$ cat config.mk
export PLATFORM = sky130hd
export DESIGN_NAME = screen_sequencer_flat
export DESIGN_NICKNAME = d
export VERILOG_FILES = /design/src/rtl/screen_sequencer_if.sv /design/src/rtl/screen_sequencer.sv /design/src/flat_wrapper.sv
export SDC_FILE = /design/constraint.sdc
export NUM_CORES = 1
export LEC_CHECK = 0
export BUFFER_PORTS_ARGS = -buffer_cell sky130_fd_sc_hd__clkbuf_2
export CORE_MARGIN = 1
export CORE_UTILIZATION = 35
export CTS_BUF_LIST = sky130_fd_sc_hd__clkbuf_16
export CTS_CLUSTER_SIZE = 14
export DETAILED_ROUTE_END_ITERATION = 12
export GPL_TIMING_DRIVEN = 1
export PLACE_DENSITY_LB_ADDON = 0.15
export SLEW_MARGIN = 20
export SYNTH_ARGS = -nofsm -noshare
export SYNTH_HDL_FRONTEND = slang
export SYNTH_SLANG_ARGS = --single-unit
$ cat constraint.sdc
create_clock -name clk -period 2.55 [get_ports clk]
set_input_delay 0.255 -clock clk [delete_from_list [all_inputs] [get_ports clk]]
set_output_delay 0.255 -clock clk [all_outputs]
set_load 0.1 [all_outputs]
$ cat src/rtl/screen_sequencer_if.sv
// Screen sequencer bus: raw pushbuttons in, registered screen status out.
interface screen_sequencer_if;
   logic       btnC;
   logic       btnU;
   logic       btnD;
   logic [3:0] state;
   logic       tick;
   logic       menu_sel;
   logic       load_done;

   modport master (
      output btnC, btnU, btnD,
      input  state, tick, menu_sel, load_done
   );

   modport slave (
      input  btnC, btnU, btnD,
      output state, tick, menu_sel, load_done
   );
endinterface

$ cat src/rtl/screen_sequencer.sv
// Top-level screen FSM: welcome, menu, help, loading animation, game, pause.
module screen_sequencer #(
   parameter int TICK_DIV   = 10_000_000,
   parameter int LOAD_TICKS = 30
) (
   input logic                clk,
   input logic                reset,
   screen_sequencer_if.slave  bus
);
   localparam logic [3:0] WELCOME = 4'b0000;
   localparam logic [3:0] MENU    = 4'b0001;
   localparam logic [3:0] HELP    = 4'b0010;
   localparam logic [3:0] LOADING = 4'b0110;
   localparam logic [3:0] GAME    = 4'b0111;
   localparam logic [3:0] PAUSE   = 4'b1000;

   localparam int DW = (TICK_DIV > 1) ? $clog2(TICK_DIV) : 1;
   localparam int LW = (LOAD_TICKS > 1) ? $clog2(LOAD_TICKS) : 1;
   localparam logic [DW-1:0] DIV_MAX  = DW'(TICK_DIV - 1);
   localparam logic [LW-1:0] LOAD_MAX = LW'(LOAD_TICKS - 1);

   logic [2:0]    raw, s1, s2, prev, armed, ev;
   logic [1:0]    fill;
   logic          c, u, d;
   logic [3:0]    st, st_n;
   logic          sel, sel_n;
   logic          ld, ld_n;
   logic          tick_q, tick_n;
   logic [DW-1:0] div, div_n;
   logic [LW-1:0] lcnt, lcnt_n;
   logic          entering, done;

   assign raw = {bus.btnD, bus.btnU, bus.btnC};

   // armed only after a real released sample, so a held-through-reset
   // button yields no event until it is released and pressed again
   always_ff @(posedge clk) begin
      if (reset) begin
         s1    <= '0;
         s2    <= '0;
         prev  <= '0;
         armed <= '0;
         fill  <= '0;
      end else begin
         s1    <= raw;
         s2    <= s1;
         prev  <= s2;
         fill  <= {fill[0], 1'b1};
         armed <= armed | ({3{fill[1]}} & ~s2);
      end
   end

   assign ev = s2 & ~prev & armed;
   assign c  = ev[0];
   assign u  = ev[1];
   assign d  = ev[2];

   assign done = (st == LOADING) && tick_q && (lcnt == LOAD_MAX);

   always_ff @(posedge clk) begin
      if (reset) begin
         st     <= WELCOME;
         sel    <= 1'b0;
         ld     <= 1'b0;
         tick_q <= 1'b0;
         div    <= '0;
         lcnt   <= '0;
      end else begin
         st     <= st_n;
         sel    <= sel_n;
         ld     <= ld_n;
         tick_q <= tick_n;
         div    <= div_n;
         lcnt   <= lcnt_n;
      end
   end

   always_comb begin
      st_n = st;
      unique case (st)
         WELCOME: if (c) st_n = MENU;
         MENU:    if (c) st_n = sel ? HELP : LOADING;
         HELP:    if (c) st_n = MENU;
         LOADING: if (done) st_n = GAME;
         GAME:    if (c) st_n = PAUSE;
         PAUSE: begin
            if (c)      st_n = GAME;
            else if (u) st_n = MENU;
         end
         default: st_n = WELCOME;
      endcase
   end

   always_comb begin
      entering = (st_n == LOADING) && (st != LOADING);
      sel_n    = sel;
      if (st == MENU && !c) begin
         if (u && !d)      sel_n = 1'b0;
         else if (d && !u) sel_n = 1'b1;
      end
      ld_n   = done;
      tick_n = !entering && (div == DIV_MAX);
      if (entering || div == DIV_MAX) div_n = '0;
      else                            div_n = div + 1'b1;
      lcnt_n = '0;
      if (st == LOADING && st_n == LOADING) begin
         lcnt_n = tick_q ? lcnt + 1'b1 : lcnt;
      end
   end

   assign bus.state     = st;
   assign bus.tick      = tick_q;
   assign bus.menu_sel  = sel;
   assign bus.load_done = ld;
endmodule

$ cat src/flat_wrapper.sv
// flat-port wrapper written by rule: the top's interface ports become plain ports
module screen_sequencer_flat 
#(
   parameter int TICK_DIV   = 10_000_000,
   parameter int LOAD_TICKS = 30
)
  (clk, reset, bus_btnC, bus_btnU, bus_btnD, bus_state, bus_tick, bus_menu_sel, bus_load_done);
  screen_sequencer_if bus_i ();
  input logic clk;
  input logic reset;
  input wire logic [$bits(bus_i.btnC)-1:0] bus_btnC;
  input wire logic [$bits(bus_i.btnU)-1:0] bus_btnU;
  input wire logic [$bits(bus_i.btnD)-1:0] bus_btnD;
  output wire logic [$bits(bus_i.state)-1:0] bus_state;
  output wire logic [$bits(bus_i.tick)-1:0] bus_tick;
  output wire logic [$bits(bus_i.menu_sel)-1:0] bus_menu_sel;
  output wire logic [$bits(bus_i.load_done)-1:0] bus_load_done;
  assign bus_i.btnC = bus_btnC;
  assign bus_i.btnU = bus_btnU;
  assign bus_i.btnD = bus_btnD;
  assign bus_state = bus_i.state;
  assign bus_tick = bus_i.tick;
  assign bus_menu_sel = bus_i.menu_sel;
  assign bus_load_done = bus_i.load_done;
  screen_sequencer #(.TICK_DIV(TICK_DIV), .LOAD_TICKS(LOAD_TICKS)) u_core (.clk(clk), .reset(reset), .bus(bus_i));
endmodule
# Word-level counts from Yosys, hierarchy flattened

Index checks and enable logic that the tools add are counted.

Add/subtract/negate cells: 2
Equality and inequality tests: 9
Multiplexer cells: 11
Bitwise logic cells: 7
Reduce and logical (&&, ||, !) cells: 19

Operator list:

| cell                                                                     | count |
|---|---|
| 24-bit by 1-bit adder with 24-bit output (second input constant)         | 1 |
| 24-bit equality test (second input constant)                             | 1 |
| 4-bit two-way mux                                                        | 6 |
| 4-bit case mux with 5 select lines                                       | 1 |
| 4-bit by 3-bit equality test with 1-bit output (second input constant)   | 3 |
| 3-bit bitwise AND                                                        | 3 |
| 1-bit logical AND                                                        | 8 |
| 3-bit inverter                                                           | 2 |
| 2-bit OR reduction                                                       | 3 |
| 5-bit by 1-bit adder with 5-bit output (second input constant)           | 1 |
| 5-bit equality test (second input constant)                              | 1 |
| 4-bit by 1-bit equality test with 1-bit output (second input constant)   | 1 |
| 4-bit by 2-bit equality test with 1-bit output (second input constant)   | 1 |
| 4-bit equality test (second input constant)                              | 1 |
| 1-bit logical NOT                                                        | 4 |
| 4-bit logical NOT                                                        | 1 |
| 4-bit by 3-bit inequality test with 1-bit output (second input constant) | 1 |
| 1-bit two-way mux                                                        | 3 |
| 3-bit two-way mux                                                        | 1 |
| 3-bit OR                                                                 | 1 |
| 2-bit AND reduction                                                      | 1 |
| 2-bit nonzero test                                                       | 1 |
| 1-bit logical OR                                                         | 1 |
| 1-bit inverter                                                           | 1 |

Bits in registers: 50
Bits of input ports: 5
Output and inout bits: 7
Logic and storage cells: 60

# Longest topological paths before layout

Word-level depth: 10
Gate-level depth with buffers: 6

# Worst setup path before layout

No wires, ideal clock.

Path kind: reg-to-reg
Start point: reg u_core.st[2] (netlist: u_core.bus.state[2])
End point: reg u_core.lcnt[1]
Setup time: 86 ps
Arrival time: 2195 ps
Required time: 2464 ps
Slack: 270 ps
Cell stages (with the launch flop): 6
Path buffers: 1
Clock period less this slack: 2280 ps
Path through: dfxtp_1 clkbuf_1 nand2_1 or4_1 nand2b_1 a211oi_1

Word-level cells in the longest chain between the ends: 9

Ends and longest elaborated chain:

| what                                           | line                                                                    | source |
|---|---|---|
| from (decl)                                    | screen_sequencer.sv:25                                                  | `logic [3:0] st, st_n;` |
| from (signal assigned)                         | screen_sequencer.sv:69                                                  | `st <= st_n;` |
| 4-bit by 3-bit equality test with 1-bit output | screen_sequencer.sv:58, screen_sequencer.sv:80, screen_sequencer.sv:106 |  |
| 1-bit logical AND (2 in a row)                 | screen_sequencer.sv:58                                                  | `assign done = (st == LOADING) && tick_q && (lcnt == LOAD_MAX);` |
| 4-bit two-way mux                              | screen_sequencer.sv:84                                                  | `LOADING: if (done) st_n = GAME;` |
| 4-bit case mux with 5 select lines             | screen_sequencer.sv:80                                                  | `unique case (st)` |
| 4-bit by 3-bit equality test with 1-bit output | screen_sequencer.sv:106                                                 | `if (st == LOADING && st_n == LOADING) begin` |
| 1-bit logical AND *                            | screen_sequencer.sv:106                                                 |  |
| 1-bit inverter (no line) *                     | -                                                                       |  |
| 2-bit OR reduction (no line) *                 | -                                                                       |  |
| to (signal assigned)                           | screen_sequencer.sv:74                                                  | `lcnt <= lcnt_n;` |
| to (decl)                                      | screen_sequencer.sv:30                                                  | `logic [LW-1:0] lcnt, lcnt_n;` |

Every way passes the cells marked *; elsewhere a longest branch is shown, timed or not.
A chain may end at the register's enable or synchronous reset.

# Worst setup path in the final report

Start point: reg u_core.div[3]
End point: reg u_core.div[21]

Word-level cells in the longest chain between the ends: 3

Ends and longest elaborated chain:

| what                                                                                             | line                   | source |
|---|---|---|
| from (decl)                                                                                      | screen_sequencer.sv:29 | `logic [DW-1:0] div, div_n;` |
| from (signal assigned)                                                                           | screen_sequencer.sv:73 | `div <= div_n;` |
| parallel branches: the longest is 3 deep, another holds 24-bit by 1-bit adder with 24-bit output | -                      |  |

Several ways; the timed one is not identified.

==> impl_metrics.env <==
export IMPL_wirelength_um=3971
export IMPL_grtUsageTotal=0.1344
export IMPL_slew_limit_headroom=0.5874
export IMPL_initial_core_util=0.3664
export IMPL_slew_violations=0
export IMPL_die_x_um=80.96
export IMPL_hold_viol=0
export IMPL_synth_commonest_cells="dfxtp_1 (50), nor2_1 (37), a21oi_1 (14), inv_1 (14), xnor2_1 (14)"
export IMPL_clkLatencyLatePin_ns=0.29
export IMPL_place_area_um2=2300
export IMPL_finClkSkew_ns=0.004251
export IMPL_postCtsHoldBufs=0
export IMPL_yosysTopAreaCellShare=0.4587
export IMPL_hold_path_startpoint="bus_btnD"
export IMPL_r2r_start="u_core.div[3]"
export IMPL_synth_largest_area_cell="dfxtp_1"
export IMPL_grt_pass1_wl_um=6699
export IMPL_grt_pass1_vias=1463
export IMPL_die_h_um=80.96
export IMPL_cts_clk_slew_worst_paths_ns=0.06
export IMPL_nets=265
export IMPL_rows=28
export IMPL_required_ns=2.77
export IMPL_r2r_slack_ns=0.55
export IMPL_setup_viol_count_final=0
export IMPL_drt_iter0_markers=82
export IMPL_fin_crit_sh=0.7842
export IMPL_clk_path_buf_depth=2
export IMPL_cts_sinks=50
export IMPL_synth_main_ff_cell="dfxtp_1"
export IMPL_drive_gt1_frac=0.1128
export IMPL_root_buffer="clkbuf_16"
export IMPL_path_class="reg2reg"
export IMPL_place_congestion=0.7692
export IMPL_firstDrtPassIters=4
export IMPL_worstPathCellList="nand4_4 > or3_1 > or4_4 > a21oi_2"
export IMPL_cp_start_kind="register"
export IMPL_synth_distinct_cells=39
export IMPL_area_growth_pct=11.87
export IMPL_via_count=1703
export IMPL_vias_per_cell=5.130
export IMPL_reg2reg_to="u_core.div[21]"
export IMPL_yosysWarnings=0
export IMPL_max_freq_mhz=500.1
export IMPL_worstPathArrival_ns=2.22
export IMPL_fin_hold_ws_ns=0.1810
export IMPL_synthTopCellsByArea="dfxtp_1 (46%), nor2_1 (6.4%), xnor2_1 (5.6%)"
export IMPL_cts_resized=0
export IMPL_min_path_cells=2
export IMPL_synth_edff_count=0
export IMPL_port_buffers=11
export IMPL_dp_cells=324
export IMPL_hpwl_um=2746
export IMPL_final_core_util=0.4099
export IMPL_tightest_slew_ns=0.6138
export IMPL_ys_seq_elements=50
export IMPL_antenna_found_initial=0
export IMPL_antenna_left=0
export IMPL_ys_seq_area_frac=0.4587
export IMPL_hold_path_end="u_core.s1[2]"
export IMPL_post_cts_buffers=0
export IMPL_syn_instance_count=246
export IMPL_route_detailed_drc=0
export IMPL_rsz0062_at_grt="false"
export IMPL_placeableCoreArea_um2=5956
export IMPL_grt_max_degree=24
export IMPL_io_pins=12
export IMPL_cts_buffers=5
export IMPL_outcome="complete, no violations"
export IMPL_cpPeakStageDelay_ns=0.58
export IMPL_stdcell_count=332
export IMPL_cts_tree="built"
export IMPL_netlist_area_um2=2182
export IMPL_p_leak_nw=0.8132
export IMPL_r2r_cells=4
export IMPL_powerDensity_nw_per_um2=610.5
export IMPL_hold_class="in2reg"
export IMPL_cp_top_family="simple AND/OR/NAND/NOR gates"
export IMPL_avgSynthCellArea_um2=8.870
export IMPL_overflow=0
export IMPL_die_area_um2=6555
export IMPL_setup_tns_ns=0
export IMPL_worst_path_buf_inv=0
export IMPL_cp_slowest_cell="or3_1"
export IMPL_synth_nets=255
export IMPL_routedWlPerCell_um=11.96
export IMPL_drv_cap=0
export IMPL_async_flop_share=0
export IMPL_path_max_fanout=11
export IMPL_n_antenna_cell=0
export IMPL_fin_crit_ns=2.000
export IMPL_synthMostInstantiatedCell="dfxtp_1"
export IMPL_ir_worst_vdd_v=0.0002532
export IMPL_htreeDepth=2
export IMPL_design_area_um2=2441
export IMPL_end_kind="register"
==> how the worst max path moves through the flow <==
stage,slack [ns],depth (start not counted),startpoint,endpoint
floorplan,0.27,5,u_core.bus.state[2],u_core.lcnt[1]
global placement,0.60,4,u_core.div[3],u_core.div[19]
CTS,0.55,4,u_core.div[3],u_core.div[21]
finish,0.55,4,u_core.div[3],u_core.div[21]
global route,0.41,5,u_core.div[0],u_core.div[18]
detailed placement,0.57,4,u_core.div[3],u_core.div[21]
==> cell type report <==
type	count	area, um^2
clock buffers	5	125.1
multi-input cells	172	1082
flip-flops and latches	50	1001
fillers	617	3515
repair buffers	13	70.07
inverters	14	52.55
well taps	75	93.84
clock inverters	3	16.27
==> power breakdown <==
group,switching (W),internal [W]
registers,0.00000870,0.000796
logic,0.0000287,0.0000176
clock network,0.000281,0.000358
total,0.000318,0.00117
==> cell usage in the layout (no fill, tap or decap), types with 3 or more instances in the layout <==
master / count
dfxtp_1: 50
nor2_1: 37
inv_1: 14
a21oi_1: 14
xnor2_1: 14
clkbuf_2: 11
nand2_1: 9
nand3_1: 9
nor2b_1: 8
nor4_1: 8
nand4_1: 8
nor3_1: 5
xor2_1: 5
clkbuf_16: 5
or4_1: 4
o21ai_0: 4
o31ai_1: 4
ha_1: 4
or2_2: 3
nand2b_1: 3
or3_1: 3
and4_1: 3
nor4b_1: 3
and3_1: 3
==> state kept, by name, indices dropped and copies added (netlist names) <==
| signal | flops |
|---|---|
| u_core.s1 | 3 |
| u_core.bus.tick | 1 |
| u_core.fill | 2 |
| u_core.lcnt | 5 |
| u_core.bus.load_done | 1 |
| u_core.s2 | 3 |
| u_core.bus.menu_sel | 1 |
| u_core.prev | 3 |
| u_core.bus.state | 4 |
| u_core.armed | 3 |
| u_core.div | 24 |
==> logic make-up after synthesis <==
| group | Yosys count | synth area share |
|---|---|---|
| adders and majority gates | 5 | 0.02752 |
| xor gates and xnor gates | 19 | 0.07626 |
| AOI/OAI and AO/OA | 32 | 0.09003 |
| muxes | 2 | 0.009175 |
| buffers and inverters | 24 | 0.04530 |
| and+or+nand+nor | 114 | 0.2930 |
| DFF | 50 | 0.4587 |
==> per-stage QoR <==
| step | total power (W) | setup slack (ns) |
|---|---|---|
| after floorplan | 0.0008565 | 0.2695 |
| after global placement | 0.0008700 | 0.6009 |
| after detailed placement | 0.0008703 | 0.5744 |
| after CTS | 0.001512 | 0.5545 |
| after global routing | 0.001549 | 0.4148 |
| final | 0.001490 | 0.5504 |
==> per-layer routing <==
layer	vias up	wire (um)	global-route usage
met5	-	0	0
met4	0	53	0.05357
met3	4	160	0.04382
met2	32	1749	0.2042
met1	791	2008	0.1747
li1	876	-	-
No activity file was read; power rests on OpenSTA's default activity.
